`config.mk`:
```
export PLATFORM = sky130hd
export DESIGN_NAME = gcn_index_sequencer
export DESIGN_NICKNAME = d
export VERILOG_FILES = /design/src/rtl/gcn_index_sequencer.sv
export SDC_FILE = /design/constraint.sdc
export NUM_CORES = 1
export LEC_CHECK = 0
export CELL_PAD_IN_SITES_DETAIL_PLACEMENT = 1
export CELL_PAD_IN_SITES_GLOBAL_PLACEMENT = 2
export CORE_MARGIN = 3
export CORE_UTILIZATION = 28
export CTS_CLUSTER_SIZE = 25
export DETAILED_ROUTE_END_ITERATION = 10
export PLACE_DENSITY = 0.71
export SETUP_SLACK_MARGIN = 0.2
export SKIP_LAST_GASP = 1
export SLEW_MARGIN = 20
export SYNTH_ARGS = -nofsm -noshare
export SYNTH_HDL_FRONTEND = slang
export SYNTH_SLANG_ARGS = --single-unit
```
`constraint.sdc`:
```
create_clock -name clk -period 1.41 [get_ports clk]
set_clock_uncertainty 0.1 [all_clocks]
set_input_delay 0.282 -clock clk [delete_from_list [all_inputs] [get_ports clk]]
set_output_delay 0.282 -clock clk [all_outputs]
set_load 0.01 [all_outputs]
```
`src/rtl/gcn_index_sequencer.sv`:
```
// Row/column index sequencer: sweeps ROWS x COLS read indices under ready backpressure and
// replays each accepted index READ_LATENCY cycles later as a write index. Optional GCN_SEQ_STALL_COUNT_EN adds stall_count.
module gcn_index_sequencer #(
  parameter int ROWS         = 6,
  parameter int COLS         = 3,
  parameter int READ_LATENCY = 2,
  parameter int ROW_W        = (ROWS > 1) ? $clog2(ROWS) : 1,
  parameter int COL_W        = (COLS > 1) ? $clog2(COLS) : 1
) (
  input  logic             clk,
  input  logic             reset,
  input  logic             start,
  input  logic             col_major,
  input  logic             rd_ready,
  output logic             busy,
  output logic             done,
  output logic             rd_valid,
  output logic [ROW_W-1:0] rd_row,
  output logic [COL_W-1:0] rd_col,
  output logic             rd_last,
  output logic             wr_valid,
  output logic [ROW_W-1:0] wr_row,
  output logic [COL_W-1:0] wr_col
`ifdef GCN_SEQ_STALL_COUNT_EN
  ,
  output logic [15:0]      stall_count
`endif
);

  typedef enum logic [1:0] {IDLE, RUN, DRAIN, DONE} state_t;

  localparam logic [ROW_W-1:0] ROW_MAX = ROW_W'(ROWS - 1);
  localparam logic [COL_W-1:0] COL_MAX = COL_W'(COLS - 1);

  state_t state_q, state_d;
  logic [ROW_W-1:0] row_q, row_d;
  logic [COL_W-1:0] col_q, col_d;
  logic             mode_q, mode_d;
  logic [READ_LATENCY-1:0]            vld_pipe_q, vld_pipe_d;
  logic [READ_LATENCY-1:0][ROW_W-1:0] row_pipe_q, row_pipe_d;
  logic [READ_LATENCY-1:0][COL_W-1:0] col_pipe_q, col_pipe_d;
  logic accept, at_last, pend;

  assign accept  = (state_q == RUN) && rd_ready;
  assign at_last = (row_q == ROW_MAX) && (col_q == COL_MAX);

  always_comb begin
    state_d = state_q;
    row_d   = row_q;
    col_d   = col_q;
    mode_d  = mode_q;
    // The final stage is on the write port this cycle; only earlier stages keep DRAIN alive.
    pend = 1'b0;
    for (int i = 0; i < READ_LATENCY - 1; i++) pend = pend | vld_pipe_q[i];
    case (state_q)
      IDLE: begin
        row_d = '0;
        col_d = '0;
        if (start) begin
          state_d = RUN;
          mode_d  = col_major;
        end
      end
      RUN: begin
        if (accept) begin
          if (at_last) begin
            state_d = DRAIN;
            row_d   = '0;
            col_d   = '0;
          end else if (!mode_q) begin
            if (col_q == COL_MAX) begin
              col_d = '0;
              row_d = row_q + ROW_W'(1);
            end else begin
              col_d = col_q + COL_W'(1);
            end
          end else begin
            if (row_q == ROW_MAX) begin
              row_d = '0;
              col_d = col_q + COL_W'(1);
            end else begin
              row_d = row_q + ROW_W'(1);
            end
          end
        end
      end
      DRAIN:   if (!pend) state_d = DONE;
      DONE:    state_d = IDLE;
      default: state_d = IDLE;
    endcase
  end

  always_comb begin
    vld_pipe_d    = '0;
    row_pipe_d    = '0;
    col_pipe_d    = '0;
    vld_pipe_d[0] = accept;
    row_pipe_d[0] = accept ? row_q : '0;
    col_pipe_d[0] = accept ? col_q : '0;
    for (int i = 1; i < READ_LATENCY; i++) begin
      vld_pipe_d[i] = vld_pipe_q[i-1];
      row_pipe_d[i] = row_pipe_q[i-1];
      col_pipe_d[i] = col_pipe_q[i-1];
    end
  end

  always_ff @(posedge clk or posedge reset) begin
    if (reset) begin
      state_q    <= IDLE;
      row_q      <= '0;
      col_q      <= '0;
      mode_q     <= 1'b0;
      vld_pipe_q <= '0;
      row_pipe_q <= '0;
      col_pipe_q <= '0;
    end else begin
      state_q    <= state_d;
      row_q      <= row_d;
      col_q      <= col_d;
      mode_q     <= mode_d;
      vld_pipe_q <= vld_pipe_d;
      row_pipe_q <= row_pipe_d;
      col_pipe_q <= col_pipe_d;
    end
  end

  assign busy     = (state_q == RUN) || (state_q == DRAIN);
  assign done     = (state_q == DONE);
  assign rd_valid = (state_q == RUN);
  assign rd_row   = row_q;
  assign rd_col   = col_q;
  assign rd_last  = (state_q == RUN) && at_last;
  assign wr_valid = vld_pipe_q[READ_LATENCY-1];
  assign wr_row   = row_pipe_q[READ_LATENCY-1];
  assign wr_col   = col_pipe_q[READ_LATENCY-1];

`ifdef GCN_SEQ_STALL_COUNT_EN
  logic [15:0] stall_q, stall_d;

  always_comb begin
    stall_d = stall_q;
    if (state_q == IDLE && start)
      stall_d = '0;
    else if (state_q == RUN && !rd_ready && stall_q != 16'hFFFF)
      stall_d = stall_q + 16'd1;
  end

  always_ff @(posedge clk or posedge reset) begin
    if (reset) stall_q <= '0;
    else       stall_q <= stall_d;
  end

  assign stall_count = stall_q;
`endif

endmodule

```
# --- Word-level counts from Yosys, hierarchy flattened ---
# Cells that the tools add are included.
word_totals:
  in_bits: 5
  regBits: 20
classes:
  add_sub_neg: 2
  n_reduce_logical: 10
  eq_ne: 11
  n_mux: 19
ops:
  columns: ["op", "count"]
  rows:
  - ["2-bit two-way mux", 10]
  - ["3-bit two-way mux", 6]
  - ["2-bit case mux with 4 select lines", 1]
  - ["2-bit == test (second input constant)", 3]
  - ["3-bit case mux with 2 select lines", 1]
  - ["3-bit AND reduction", 2]
  - ["2-bit by 1-bit inequality test with 1-bit output (second input constant)", 2]
  - ["2-bit inequality test (second input constant)", 2]
  - ["4-bit by 1-bit inequality test with 1-bit output (second input constant)", 1]
  - ["4-bit by 2-bit inequality test with 1-bit output (second input constant)", 1]
  - ["2-bit case mux with 2 select lines", 1]
  - ["4-bit AND reduction", 1]
  - ["3-bit by 1-bit adder with 3-bit output (second input constant)", 1]
  - ["3-bit == test (second input constant)", 1]
  - ["1-bit logical AND", 3]
  - ["2-bit by 1-bit adder with 2-bit output (second input constant)", 1]
  - ["2-bit by 1-bit == test with 1-bit output (second input constant)", 1]
  - ["2-bit zero test", 1]
  - ["2-bit AND reduction", 1]
  - ["2-bit nonzero test", 1]
  - ["1-bit logical OR", 1]

# --- Depth between registers and ports, before layout ---
# Gate-level depths: netlist of run 1.
depth:
  ltp_word: 6
  mapped_depth: 7
  depth_no_buf: 7

# --- Worst setup path before layout of run 1 ---
# OpenSTA, ideal clock, no wires.
synth_path:
  kind: "register -> register"
  start: "register state_q[1]"
  end: "register state_q[1]"
  stages_incl_launch_ff: 7
  required_ns: 1.185
  arrival_ns: 1.415
  setup_slack_ns: -0.230
  setup_ns: 0.125
  n_path_buf: 0
  path_cell_list: "dfrtp_1 > inv_1 > ha_1 > inv_2 > o221ai_2 > a21oi_2 > mux2_4"
synth_via:
  elab_chain_len: 4
  word_cells_on_any_way: 11
  cone_classes: "eq/ne (7); mux (1); reduce/logical (3)"
synth_lines:
  columns: ["element", "line", "text"]
  rows:
  - ["start: declaration", "35", "state_t state_q, state_d;"]
  - ["start signal: assignment", "117", "state_q <= state_d;"]
  - ["2-bit by 1-bit == test with 1-bit output *", null, null]
  - ["via rd_valid", "17", "output logic rd_valid,"]
  - ["1-bit logical AND", "44", "assign accept = (state_q == RUN) && rd_ready;"]
  - ["2-bit by 1-bit inequality test with 1-bit output (no line)", null, null]
  - ["4-bit AND reduction (no line)", null, null]
# Mark *: on every way through the listed nets, which the timed path passes. The rest lies on a longest branch.
# A chain may end at the register's enable or synchronous reset.

# --- Final worst setup path of run 1 ---
layout_path:
  start: "register row_q[1], in the netlist rd_row[1]"
  end: "output rd_last"
layout_via:
  elab_chain_len: 3
layout_lines:
  columns: ["element", "line", "text"]
  rows:
  - ["start: declaration", "36", "logic [ROW_W-1:0] row_q, row_d;"]
  - ["start signal: assignment", "118", "row_q <= row_d;"]
  - ["3-bit == test", "45", "assign at_last = (row_q == ROW_MAX) && (col_q == COL_MAX);"]
  - ["1-bit logical AND", "45", null]
  - ["1-bit logical AND", "132", "assign rd_last = (state_q == RUN) && at_last;"]
  - ["end: declaration", "20", "output logic rd_last,"]
# No other way between the ends.

==> flow_metrics.tcl, run 1 <==
set metrics [dict create \
    status "finished, violations left" \
    violations "negative setup slack" \
    syn_to_final_growth_pct 86.5 \
    die_w_microns 60.9 \
    dieArea_sq_mm 0.00371 \
    syn_inst 69 \
    htreeDepth 1 \
    slew_headroom 0.810 \
    pwr-share-comb 0.614 \
    crit_chain "inv_2 > ha_4 > and2_4 > nand2_2 > nor2_2 > buf_2" \
    swShare 0.343 \
    p_switching_mw 1.15 \
    design_area_sq_mm 0.00158 \
    fin_crit_ns 1.75 \
    power.density_mw_per_mm2 2120 \
    power_frac_clock 0.144 \
    fillers 297 \
    end_kind "primary output" \
    io_buffer_count 19 \
    reg2reg_depth 7 \
    ant_nets 0 \
    setup_tns_ns -2.94 \
    die_h_microns 60.9 \
    hold_buffers 0 \
    slowest_stage "dfrtp_1" \
    timing.max_cap.violations 0 \
    synth_area_sq_um 845 \
    intPower_mw 2.19 \
    insertedDiodeCount 0 \
    seqCellArea_sq_um 502 \
    synth_fp_nets 81 \
    multi_input_area_sq_um 442 \
    grt_antenna_before_repair 0 \
    dp_hpwl_mm 1.55 \
    ir_drop_mv 1.09 \
    core_sq_mm 0.00281 \
    nets 142 \
    grt_max_degree 21 \
    vias 740 \
    worst_pin_slew_ns 0.284 \
    setup.worst_path.start "rd_row[1]" \
    finalWorstSetupSlack_ns -0.345 \
    start_util 0.301 \
    slowest_delay_ns 0.43 \
    cp.arrival_ns 1.37 \
    seqPwrFrac 0.242 \
    yosys_warnings 0 \
    ys_ff_latch 20 \
    r2r_slack_ns -0.28 \
    path_clk_slew_ns 0.12 \
    drc 0 \
    syn_area_per_cell_sq_um 12.2 \
    cts-root-buf "clkbuf_4" \
    period_share 1.24 \
    drive_above_1_share 0.690 \
    r2r-start "state_q[0]" \
    leakagePower_nw 0.804 \
    track_usage 0.145 \
    wl_mm 2.52 \
    timing.final.hold_violations 0 \
    place_area_sq_mm 0.00125 \
    hold_class "in2async" \
    clock_path_buffers 2 \
    core.rowCount 19 \
    clkLatencyLatePin_ns 0.32 \
    crit_path_start_kind "flip-flop" \
    dp_slack_ns -0.441 \
    clock-sinks 20 \
    grt_pass1_wl_mm 3.80 \
    cts_tree "yes" \
    crit_required_ns 1.03 \
    worstSetupPathType "reg2out" \
    fmax_ghz 0.570 \
    io_pins 20 \
    wl_per_cell_microns 15.8 \
    gp_congestion 0.774 \
    first_pass_iters 4 \
    grt_pass1_vias 727 \
    via_per_inst 4.63 \
    cp_max_fo 2 \
    final-max-slew-violation-count 0 \
    rsz0062_at_grt "yes" \
    drt-initial-drc-count 5 \
    synth_cell_type_count 22 \
    setup_viol 16 \
    cts_buffers 3 \
    grt_overflow 0 \
    ys_seq_area_frac 0.593 \
]
[through the flow]
stage	util	power (mW)	hold WS, ns	cells
3_3_place_gp	0.447	2.05	0.232	137
3_5_place_dp	0.447	2.11	0.238	137
2_1_floorplan	-	1.49	0.146	69
6_report	0.562	3.34	0.183	160
5_1_grt	0.562	3.53	0.195	160
4_1_cts	0.513	3.00	0.194	151
[registers in the layout, summed over array words and instances (netlist names)]
register / cells
wr_row: 3
rd_row: 3
vld_pipe_q: 2
wr_col: 2
mode_q: 1
col_pipe_d: 2
row_pipe_d: 3
state_q: 2
rd_col: 2
[synthesized netlist by cell type (all sizes together)]
cell type / n / share of area
a22o: 1 / 0.010
mux2i: 1 / 0.012
and2b: 1 / 0.0089
nand3: 2 / 0.012
o21ai: 1 / 0.010
ha: 7 / 0.10
o31ai: 2 / 0.018
and3: 3 / 0.027
nor2b: 1 / 0.010
nor2: 4 / 0.018
dfrtp: 20 / 0.59
inv: 8 / 0.036
nor3: 1 / 0.0059
o22ai: 1 / 0.0074
a21oi: 4 / 0.028
nand2: 7 / 0.031
mux2: 3 / 0.044
o221ai: 1 / 0.018
and2: 1 / 0.0074
[power by group through the flow]
stage / Clock (mW) / Sequential [mW] / Combinational (mW)
detailed placement: 0 / 0.801 / 1.31
floorplan: 0 / 0.840 / 0.647
global route: 0.518 / 0.822 / 2.19
finish: 0.482 / 0.806 / 2.05
CTS: 0.494 / 0.799 / 1.71
global placement: 0 / 0.790 / 1.26
[worst max-delay path, delay by kind of cell, from the launching register on]
kind                     cells  cell delay [ns]
flip-flops                   1             0.43
AND/OR/NAND/NOR              3             0.26
buffers and inverters        2             0.22
adder cells (fa/ha/maj)      1             0.14
[metal layers]
| metal | vias up | wire length [microns] | GRT usage |
|---|---|---|---|
| li1 | 352 | - | - |
| met1 | 369 | 1100 | 0.183 |
| met2 | 15 | 1270 | 0.232 |
| met5 | - | 0 | 0 |
| met4 | 0 | 27 | 0.0464 |
| met3 | 4 | 119 | 0.0489 |
[logic make-up after synthesis]
group,count (synthesis),synth area share
buffers and inverters,8,0.0356
AO/OA/AOI/OAI,10,0.0918
AND/OR/NAND/NOR,20,0.120
adder cells (fa/ha/maj),7,0.104
multiplexers,4,0.0563
flip-flops,20,0.593
[worst paths after layout]
check	to
setup reg to reg	rd_col[0]
hold reg to reg	wr_row[0]
max in group asynchronous	state_q[0]
setup / recovery	rd_last
hold / removal	col_pipe_d[3]
min in group clk	wr_row[0]
[what timing repair did]
action | CTS | global route
hold endpoints to repair | 0 | 0
setup buffers | 10 | 9
pin swaps | 5 | 4
setup endpoints to repair | 28 | 29
gates resized for setup | 89 | 15
[final cells by class]
type,count,area share
inverters,8,0.0238
well taps,31,0.0246
repair buffers,56,0.319
multi-input cells,41,0.280
flip-flops and latches,20,0.319
clock buffers,3,0.0143
clock inverters,1,0.0191
[cells in the final DEF, fill, tap and decap left out, drive strengths merged]
cell type / Yosys / final
clkbuf: 0 / 3
o22ai: 1 / 1
nor2b: 1 / 1
and3: 3 / 3
buf: 0 / 52
and2: 1 / 1
inv: 8 / 8
nor3: 1 / 1
mux2: 3 / 3
nand2: 7 / 7
dfrtp: 20 / 20
o21ai: 1 / 1
and2b: 1 / 1
ha: 7 / 7
o221ai: 1 / 1
clkdlybuf4s50: 0 / 4
mux2i: 1 / 1
nand3: 2 / 2
a22o: 1 / 1
nor2: 4 / 4
o31ai: 2 / 2
bufinv: 0 / 1
a21oi: 4 / 4
(Power assumes the default switching activity.)
==> run 2: changes to the inputs <==
- CTS_BUF_LIST: not set -> sky130_fd_sc_hd__clkbuf_16
==> flow_metrics.tcl, run 2 (synthesis results as in run 1) <==
set metrics [dict create \
    status "finished, violations left" \
    violations "negative setup slack" \
    setup_tns_ns -2.05 \
    cp.arrival_ns 1.71 \
    fin_crit_ns 1.67 \
    nets 132 \
    timing.final.hold_violations 0 \
    htreeDepth 1 \
    slew_headroom 0.820 \
    io_buffer_count 19 \
    final_util 0.540 \
    insertedDiodeCount 0 \
    wl_mm 2.25 \
    drc 0 \
    final_cell_mix "19 x dfrtp_1, 16 x buf_4, 15 x buf_6" \
    gp_congestion 0.774 \
    cp_top_family "flip-flops" \
    drive_above_1_share 0.655 \
    crit_required_ns 1.45 \
    cts_tree "yes" \
    core_sq_mm 0.00281 \
    fmax_ghz 0.598 \
    wl_per_cell_microns 15.0 \
    vias 686 \
    first_pass_iters 4 \
    whs_ns 0.248 \
    grt_pass1_wl_mm 3.53 \
    crit_chain "buf_6 > ha_4 > buf_4 > nand2_4 > a21oi_4 > and2b_1 > mux2_2" \
    ant_nets 0 \
    cts-root-buf "clkbuf_16" \
    final_common_cell "dfrtp_1" \
    grt_max_degree 21 \
    grt_overflow 0 \
    core.rowCount 19 \
    period_share 1.19 \
    final-max-slew-violation-count 0 \
    final_cells 150 \
    track_usage 0.132 \
    grt_antenna_before_repair 0 \
    seqCellArea_sq_um 502 \
    die_w_microns 60.9 \
    grt_pass1_vias 713 \
    hold_buffers 0 \
    path_clk_slew_ns 0.06 \
    dpl.cell_count 137 \
    clock-sinks 20 \
    power.density_mw_per_mm2 2220 \
    cp_max_fo 5 \
    clock_path_buffers 2 \
    finalWorstSetupSlack_ns -0.261 \
    crit_path_start_kind "flip-flop" \
    leakagePower_nw 0.769 \
    slowest_stage "dfrtp_2" \
    syn_to_final_growth_pct 79.4 \
    rsz0062_at_grt "yes" \
    hold_class "reg2reg" \
    setup_viol 12 \
    drt-initial-drc-count 23 \
    slowest_delay_ns 0.43 \
    fillers 288 \
    worst_pin_slew_ns 0.269 \
    ir_drop_mv 1.36 \
    cp.buffers_inverters 2 \
    cts_buffers 3 \
    io_pins 20 \
    timing.max_cap.violations 0 \
    dieArea_sq_mm 0.00371 \
    worstSetupPathType "reg2reg" \
    via_per_inst 4.57 \
    die_h_microns 60.9 \
    clkLatencyLatePin_ns 0.25 \
    end_kind "flip-flop" \
    multi_input_area_sq_um 435 \
    design_area_sq_mm 0.00152 \
    place_area_sq_mm 0.00125 \
    start_util 0.301 \
    dp_hpwl_mm 1.55 \
]
-- run 2: cell type report --
cell class / count / area share
Sequential cell: 20 / 0.331
Multi-Input combinational cell: 41 / 0.287
Timing Repair Buffer: 46 / 0.263
Clock buffer: 3 / 0.0495
Tap cell: 31 / 0.0256
Inverter: 8 / 0.0231
Clock inverter: 1 / 0.0198
-- run 2: stage by stage --
step / worst slack (ns) / power, mW
after floorplan: -0.158 / 1.49
after global placement: -0.396 / 2.05
after detailed placement: -0.441 / 2.11
after CTS: -0.258 / 3.12
after global routing: -0.303 / 3.55
final: -0.261 / 3.36
-- run 2: final timing paths --
path,endpoint,depth (start not counted),slack (ns),from
min in group asynchronous,col_pipe_d[3],3,0.26,reset
setup reg to reg,rd_col[0],7,-0.26,state_q[0]
hold reg to reg,wr_row[0],0,0.25,row_pipe_d[3]
hold / removal,wr_row[0],0,0.25,row_pipe_d[3]
setup / recovery,rd_col[0],7,-0.26,state_q[0]
max in group asynchronous,state_q[0],3,0.71,reset
-- run 2: worst register-to-register path, delay by kind of cell, from the launching register on --
kind                       cells  cell delay, ns
DFF                            1            0.43
buffers and inverters          2            0.29
and+or+nand+nor                2            0.28
muxes                          1            0.25
AOI/OAI and AO/OA              1            0.04
adders and majority gates      1            0.17
-- run 2: metal layers --
metal,up-vias,global-route usage,part of all wire
li1,331,-,-
met1,341,0.171,0.47
met2,14,0.215,0.48
met3,0,0.0489,0.047
met4,0,0.0186,0
met5,-,0,0
-- run 2: repair_timing --
| item | CTS | global route |
|---|---|---|
| resized for setup | 79 | 14 |
| pin swaps | 5 | 6 |
| buffers inserted | 6 | 3 |
| setup endpoints to repair | 28 | 24 |
-- run 2: power by group --
| group | total (mW) | internal [mW] | switching, mW | leakage, nW |
|---|---|---|---|---|
| registers | 0.806 | 0.701 | 0.104 | 0.269 |
| logic | 1.78 | 1.01 | 0.763 | 0.449 |
| clock network | 0.782 | 0.563 | 0.219 | 0.0511 |
| total | 3.36 | 2.28 | 1.09 | 0.769 |
==> run 3: changes to the inputs <==
- CTS_BUF_LIST: sky130_fd_sc_hd__clkbuf_16 -> not set
==> results of run 3 <==
Same layout as run 1: the final DEF is identical, and so are final timing and power.
